==> src/rtl/sram_rr_arbiter_pkg.sv <==
`default_nettype none
// ============================================================================
//  Module      : sram_arb_pkg
//  Description : Shared types and default geometry for the two-requester
//                round-robin arbiter in front of a 512 x 65 1RW SRAM macro.
//  Revision    : 1.0 - initial release
// ============================================================================
package sram_arb_pkg;

    localparam int c_ADDR_WIDTH = 9;
    localparam int c_DATA_WIDTH = 65;
    localparam int c_NUM_WMASKS = 8;
    // The spare bit sits above the byte-masked data bits.
    localparam int c_SPARE_BIT  = c_DATA_WIDTH - 1;

    typedef enum logic [0:0] {
        ST_INIT = 1'b0,
        ST_RUN  = 1'b1
    } arb_state_t;

endpackage
`default_nettype wire

==> src/rtl/sram_rr_arbiter_rr_arb2.sv <==
`default_nettype none
// ============================================================================
//  Module      : rr_arb2
//  Description : Combinational two-way round-robin grant. A one-bit pointer
//                names the requester that wins a tie; it flips to the other
//                requester whenever a grant is issued.
//  Revision    : 1.0 - initial release
// ============================================================================
module rr_arb2
    import sram_arb_pkg::*;
(
    input  logic       clk,
    input  logic       rst,
    input  logic       i_en,
    input  logic [1:0] i_req,
    output logic [1:0] o_gnt
);

    logic       r_ptr_q;
    logic       w_ptr_d;
    logic [1:0] w_gnt;

    // Grant: a lone requester always wins, a tie goes to the pointer.
    always_comb begin
        w_gnt = 2'b00;
        if (i_en) begin
            if (i_req == 2'b11) begin
                w_gnt = r_ptr_q ? 2'b10 : 2'b01;
            end else begin
                w_gnt = i_req;
            end
        end
    end

    // Pointer moves only on a grant, handing priority to the other side.
    always_comb begin
        w_ptr_d = r_ptr_q;
        if (w_gnt[0]) begin
            w_ptr_d = 1'b1;
        end else if (w_gnt[1]) begin
            w_ptr_d = 1'b0;
        end
    end

    // Pointer register; requester 0 holds priority out of reset.
    always_ff @(posedge clk) begin
        if (rst) begin
            r_ptr_q <= 1'b0;
        end else begin
            r_ptr_q <= w_ptr_d;
        end
    end

    assign o_gnt = w_gnt;

endmodule
`default_nettype wire

==> src/rtl/sram_rr_arbiter.sv <==
`default_nettype none
// ============================================================================
//  Module      : sram_rr_arbiter
//  Description : Zero-fills a 1RW SRAM macro after reset, then arbitrates two
//                requesters round-robin onto it, one operation per cycle,
//                returning read data one cycle after the macro samples a read.
//  Revision    : 1.0 - initial release
// ============================================================================
module sram_rr_arbiter
    import sram_arb_pkg::*;
#(
    parameter int ADDR_WIDTH = c_ADDR_WIDTH,
    parameter int DATA_WIDTH = c_DATA_WIDTH,
    parameter int NUM_WMASKS = c_NUM_WMASKS
) (
    input  logic                  wb_clk_i,
    input  logic                  wb_rst_i,
    output logic                  init_done,

    input  logic                  r0_valid,
    output logic                  r0_ready,
    input  logic                  r0_we,
    input  logic [NUM_WMASKS-1:0] r0_wmask,
    input  logic                  r0_spare_we,
    input  logic [ADDR_WIDTH-1:0] r0_addr,
    input  logic [DATA_WIDTH-1:0] r0_wdata,
    output logic                  r0_rvalid,
    output logic [DATA_WIDTH-1:0] r0_rdata,

    input  logic                  r1_valid,
    output logic                  r1_ready,
    input  logic                  r1_we,
    input  logic [NUM_WMASKS-1:0] r1_wmask,
    input  logic                  r1_spare_we,
    input  logic [ADDR_WIDTH-1:0] r1_addr,
    input  logic [DATA_WIDTH-1:0] r1_wdata,
    output logic                  r1_rvalid,
    output logic [DATA_WIDTH-1:0] r1_rdata,

    output logic                  sram_csb0,
    output logic                  sram_web0,
    output logic [NUM_WMASKS-1:0] sram_wmask0,
    output logic                  sram_spare_wen0,
    output logic [ADDR_WIDTH-1:0] sram_addr0,
    output logic [DATA_WIDTH-1:0] sram_din0,
    input  logic [DATA_WIDTH-1:0] sram_dout0
);

    arb_state_t            r_state_q, w_state_d;
    logic [ADDR_WIDTH-1:0] r_fill_q, w_fill_d;
    logic                  r_init_done_q, w_init_done_d;

    logic [1:0]            w_gnt;
    logic                  w_arb_en;
    logic [1:0]            r_rd_pend_q, w_rd_pend_d;
    logic [1:0]            r_rvalid_q;
    logic [DATA_WIDTH-1:0] r_rdata0_q, w_rdata0_d;
    logic [DATA_WIDTH-1:0] r_rdata1_q, w_rdata1_d;

    logic                  w_csb, w_web, w_spare;
    logic [NUM_WMASKS-1:0] w_wmask;
    logic [ADDR_WIDTH-1:0] w_addr;
    logic [DATA_WIDTH-1:0] w_din;
    logic                  r_web_q, r_spare_q;
    logic [NUM_WMASKS-1:0] r_wmask_q;
    logic [ADDR_WIDTH-1:0] r_addr_q;
    logic [DATA_WIDTH-1:0] r_din_q;

    // Nothing is accepted while reset is applied so no macro access slips in.
    assign w_arb_en = (r_state_q == ST_RUN) && !wb_rst_i;

    rr_arb2 u_rr_arb2 (
        .clk   (wb_clk_i),
        .rst   (wb_rst_i),
        .i_en  (w_arb_en),
        .i_req ({r1_valid, r0_valid}),
        .o_gnt (w_gnt)
    );

    // Fill sequencer: one word per cycle, leave INIT after the last address.
    always_comb begin
        w_state_d = r_state_q;
        w_fill_d  = r_fill_q;
        if (r_state_q == ST_INIT) begin
            w_fill_d = r_fill_q + ADDR_WIDTH'(1);
            if (r_fill_q == {ADDR_WIDTH{1'b1}}) begin
                w_state_d = ST_RUN;
            end
        end
        w_init_done_d = (r_state_q == ST_RUN);
    end

    // Response pipeline: remember who issued a read, capture dout next edge.
    always_comb begin
        w_rd_pend_d = {w_gnt[1] & ~r1_we, w_gnt[0] & ~r0_we};
        w_rdata0_d  = r_rdata0_q;
        w_rdata1_d  = r_rdata1_q;
        if (r_rd_pend_q[0]) begin
            w_rdata0_d = sram_dout0;
        end
        if (r_rd_pend_q[1]) begin
            w_rdata1_d = sram_dout0;
        end
    end

    // Macro mux: fill pattern, granted request, or deselect holding last values.
    always_comb begin
        w_csb   = 1'b1;
        w_web   = r_web_q;
        w_wmask = r_wmask_q;
        w_spare = r_spare_q;
        w_addr  = r_addr_q;
        w_din   = r_din_q;
        if (r_state_q == ST_INIT) begin
            w_csb   = 1'b0;
            w_web   = 1'b0;
            w_wmask = {NUM_WMASKS{1'b1}};
            w_spare = 1'b1;
            w_addr  = r_fill_q;
            w_din   = '0;
        end else if (w_gnt[0]) begin
            w_csb   = 1'b0;
            w_web   = ~r0_we;
            w_wmask = r0_we ? r0_wmask : '0;
            w_spare = r0_we & r0_spare_we;
            w_addr  = r0_addr;
            w_din   = r0_wdata;
        end else if (w_gnt[1]) begin
            w_csb   = 1'b0;
            w_web   = ~r1_we;
            w_wmask = r1_we ? r1_wmask : '0;
            w_spare = r1_we & r1_spare_we;
            w_addr  = r1_addr;
            w_din   = r1_wdata;
        end
    end

    // State, fill counter, response pipeline and macro hold registers.
    always_ff @(posedge wb_clk_i) begin
        if (wb_rst_i) begin
            r_state_q     <= ST_INIT;
            r_fill_q      <= '0;
            r_init_done_q <= 1'b0;
            r_rd_pend_q   <= 2'b00;
            r_rvalid_q    <= 2'b00;
            r_rdata0_q    <= '0;
            r_rdata1_q    <= '0;
            r_web_q       <= 1'b1;
            r_wmask_q     <= '0;
            r_spare_q     <= 1'b0;
            r_addr_q      <= '0;
            r_din_q       <= '0;
        end else begin
            r_state_q     <= w_state_d;
            r_fill_q      <= w_fill_d;
            r_init_done_q <= w_init_done_d;
            r_rd_pend_q   <= w_rd_pend_d;
            r_rvalid_q    <= r_rd_pend_q;
            r_rdata0_q    <= w_rdata0_d;
            r_rdata1_q    <= w_rdata1_d;
            r_web_q       <= w_web;
            r_wmask_q     <= w_wmask;
            r_spare_q     <= w_spare;
            r_addr_q      <= w_addr;
            r_din_q       <= w_din;
        end
    end

    assign init_done       = r_init_done_q;
    assign r0_ready        = w_gnt[0];
    assign r1_ready        = w_gnt[1];
    assign r0_rvalid       = r_rvalid_q[0];
    assign r1_rvalid       = r_rvalid_q[1];
    assign r0_rdata        = r_rdata0_q;
    assign r1_rdata        = r_rdata1_q;
    assign sram_csb0       = w_csb;
    assign sram_web0       = w_web;
    assign sram_wmask0     = w_wmask;
    assign sram_spare_wen0 = w_spare;
    assign sram_addr0      = w_addr;
    assign sram_din0       = w_din;

endmodule
`default_nettype wire

==> config.mk <==
export PLATFORM = sky130hd
export DESIGN_NAME = sram_rr_arbiter
export DESIGN_NICKNAME = d
export VERILOG_FILES = /design/src/rtl/sram_rr_arbiter_pkg.sv /design/src/rtl/sram_rr_arbiter_rr_arb2.sv /design/src/rtl/sram_rr_arbiter.sv
export SDC_FILE = /design/constraint.sdc
export NUM_CORES = 1
export LEC_CHECK = 0
export BUFFER_PORTS_ARGS = -buffer_cell sky130_fd_sc_hd__buf_4
export CAP_MARGIN = 20
export CORE_AREA = 2 2 179 181
export DETAILED_ROUTE_END_ITERATION = 7
export DIE_AREA = 0 0 181 183
export HOLD_SLACK_MARGIN = 0.06
export PLACE_DENSITY_LB_ADDON = 0.1
export SLEW_MARGIN = 20
export SYNTH_ARGS = -nofsm -noshare
export SYNTH_HDL_FRONTEND = slang
export SYNTH_HIERARCHICAL = 1
export SYNTH_SLANG_ARGS = --single-unit
==> constraint.sdc <==
create_clock -name wb_clk_i -period 3.3 [get_ports wb_clk_i]
set_input_delay 0.495 -clock wb_clk_i [delete_from_list [all_inputs] [get_ports wb_clk_i]]
set_output_delay 0.495 -clock wb_clk_i [all_outputs]
set_load 0.05 [all_outputs]
==> impl_metrics.ini <==
[drt]
finalWirelength_um = 31980
drc_errors = 0
detail_route.iter0.violations = 284
final_antenna_net_count = 0
viasPerCell = 4.575
firstDrtPassIters = 4
wl_per_cell_um = 17.54
num_vias = 8341

[yosys]
synthCells = 975
synth_nets = 1214
ys.warnings.count = 6
synth-seq-area-share_pct = 47.22
avgSynthCellArea_sq_um = 10.00
synth_seq_cells = 230
synth_area_sq_mm = 0.009751
synth_cell_types = 36

[floorplanning]
pin_count = 457
rows = 65
core_area_sq_mm = 0.03123
die_x_um = 181
start_util_pct = 31.22
die_area_sq_mm = 0.03312
die_h_um = 183

[grt]
first_global_vias = 8456
grt_pass1_wl_um = 48360
grt_overflow_total = 0
antenna_found_initial = 2
grt_use_total_pct = 18.39
grt_max_degree = 93

[critical_path]
reg2reg_from = r_state_q
reg2reg_slack_ns = 1.13
cp_cell_sequence = nand2b_2 -> inv_1 -> nand2_1 -> a21oi_4 -> buf_12 -> mux2_1 -> a221o_1 -> buf_4
required_ns = 2.80
crit_arrival_ns = 2.65
crit_type = flip-flop to primary output
cpMaxStageDelayCell = mux2_1
max_stage_delay_ns = 0.37
path_max_fanout = 84
critPathLaunchType = flip-flop
endpoint_kind = primary output
r2r_end = r_addr_q[4]
r2r_cells = 8

[timing]
period_share_pct = 95.27
finalClockSkew_ns = 0.01857
slew_viol_final = 0
rsz0062_at_grt = no
period_needed_ns = 3.144
tightestPinTransition_ns = 1.035
max_clock_freq_ghz = 0.3181
hold_violations = 0
slew_headroom_pct = 30.97
final.setup.tns_ns = 0
setup_viol = 0

[clocking]
cts-root-buf = clkbuf_16
postCtsHoldBufs = 0
clk_pin_slew_worst_paths_ns = 0.06
clockBufferDepth = 3
cts_resized = 0
tritoncts = done
postCtsSetupRepairBufs = 0
cts_max_level = 1
cts.sinks = 230
clk_latency_ns = 0.55
cts_made_buffers = 28

[run]
maxCapViolCount = 0

[finish]
nets = 1636
drive_above_1_share_pct = 45.95
fin_area_sq_mm = 0.01472
syn_to_final_growth_pct = 51.01
nFillCells = 3096
final_cell_count_no_fill = 1823

[worst_hold_path]
hold_end = r_rd_pend_q[0]
hold_depth = 2
min_path_type = primary input to flip-flop
hp-start = r0_we

[place]
port_buffers = 456
dp_hpwl_um = 22750
gp_congestion = 0.7380
postPlaceCellArea_sq_mm = 0.01368
dp_cells = 1769

[outcome]
status = finished, final reports clean

[power_and_ir_drop]
vdd_drop_max_mv = 0.3554
powerDensity_mw_per_mm2 = 442.6
p_leak_nw = 5.984
## where the power goes
group          internal [W]  leakage [nW]  switching (W)
logic              0.000204          3.61       0.000121
registers           0.00279          1.86     0.00000634
clock network       0.00213         0.517        0.00127
## flip-flops by register name (all words and copies together) (netlist names)
signal / count
u_rr_arb2/r_ptr_q: 1
r_addr_q: 9
r1_rdata: 65
r_spare_q: 1
r_din_q: 65
init_done: 1
r_rd_pend_q: 2
r_state_q: 1
r0_rdata: 65
r_fill_q: 9
r_web_q: 1
r_rvalid_q: 2
r_wmask_q: 8
## per-layer routing
metal  wire [um]  GRT usage, %
met4         756         5.236
met2       15470         32.23
met3        2888         6.712
met5           0             0
met1       12870         21.07
## cell type report
type	instances	area, sq um	area share [%]
tap	402	503.0	3.416
inverter	4	15.01	0.1020
multi-input combinational	664	4966	33.73
timing repair buffer	469	3583	24.34
sequential	230	4616	31.35
clock buffer	38	818.3	5.557
antenna	2	5.005	0.03399
clock inverter	14	217.7	1.479
## worst max-delay path: cells and delay by family (launching register included)
kind            cells  cell delay, ns
buf+inv             3            0.66
mux                 1            0.37
simple gates        2            0.15
compound gates      2            0.46
flops               1            0.36
## cells in the final DEF, fill, tap and decap left out, types with 10 or more instances in the layout
master	netlist	final
nand2b_1	11	10
clkbuf_16	0	28
nor2_1	203	203
nand2_1	11	11
mux2_2	64	64
nor2b_1	91	31
mux2i_1	197	196
nor2b_2	0	59
nand3_1	21	21
dfxtp_1	230	227
buf_4	1	464
## how the worst max path moves through the flow
stage	startpoint	end	slack [ns]	cells after the start
6_report	r_state_q	sram_addr0[4]	0.16	8
4_1_cts	r_state_q	sram_addr0[4]	0.14	8
3_5_place_dp	wb_rst_i	sram_addr0[4]	0.36	9
2_1_floorplan	r_state_q	sram_din0[0]	0.03	12
5_1_grt	r_state_q	sram_din0[32]	0.02	9
3_3_place_gp	wb_rst_i	sram_addr0[4]	0.36	9
## cell usage after synthesis
master | number | share of area, %
mux2_4 | 1 | 0.15
a221o_1 | 9 | 0.92
buf_1 | 8 | 0.31
a31oi_1 | 9 | 0.58
and2_1 | 2 | 0.13
a21o_1 | 9 | 0.69
nand2_1 | 11 | 0.42
or2_1 | 1 | 0.064
xor2_1 | 2 | 0.18
a21oi_1 | 6 | 0.31
mux2_1 | 9 | 1.0
nor3_1 | 1 | 0.051
buf_4 | 1 | 0.077
nand4b_1 | 2 | 0.18
o31ai_1 | 1 | 0.077
inv_1 | 4 | 0.15
or4_1 | 1 | 0.077
clkbuf_1 | 29 | 1.1
nor3b_1 | 2 | 0.15
o21ai_0 | 2 | 0.10
buf_6 | 2 | 0.23
nand2b_1 | 11 | 0.71
nand4_1 | 1 | 0.064
nand3_1 | 21 | 1.1
a311oi_1 | 1 | 0.090
ha_1 | 2 | 0.26
mux2i_1 | 197 | 20
xnor2_1 | 1 | 0.090
dfxtp_1 | 230 | 47
or3_1 | 2 | 0.13
nand3b_1 | 1 | 0.077
buf_2 | 37 | 1.9
nor2_1 | 203 | 7.8
o311a_1 | 1 | 0.10
nor2b_1 | 91 | 5.8
mux2_2 | 64 | 7.4
## metrics by stage
step / hold WS [ns] / util, % / worst slack [ns] / power (W)
detailed placement: 0.4814 / 43.81 / 0.3557 / 0.003184
floorplan: 0.4625 / - / 0.02909 / 0.002928
finish: 0.1429 / 47.15 / 0.1562 / 0.006516
global placement: 0.4745 / 43.81 / 0.3644 / 0.003181
global route: 0.1176 / 47.15 / 0.02431 / 0.006762
CTS: 0.1102 / 47.13 / 0.1372 / 0.006639
## cells by family (layout without fill, tap and decap cells)
family / after synthesis / after routing / synth area share, %
buf+inv: 81 / 525 / 3.785
xor+xnor: 3 / 3 / 0.2695
other cells: 0 / 2 / 0
flops: 230 / 230 / 47.22
compound gates: 38 / 38 / 2.874
mux: 271 / 271 / 28.81
fa+ha+maj: 2 / 2 / 0.2566
simple gates: 350 / 350 / 16.78
Power figures use the tool's default switching activity.
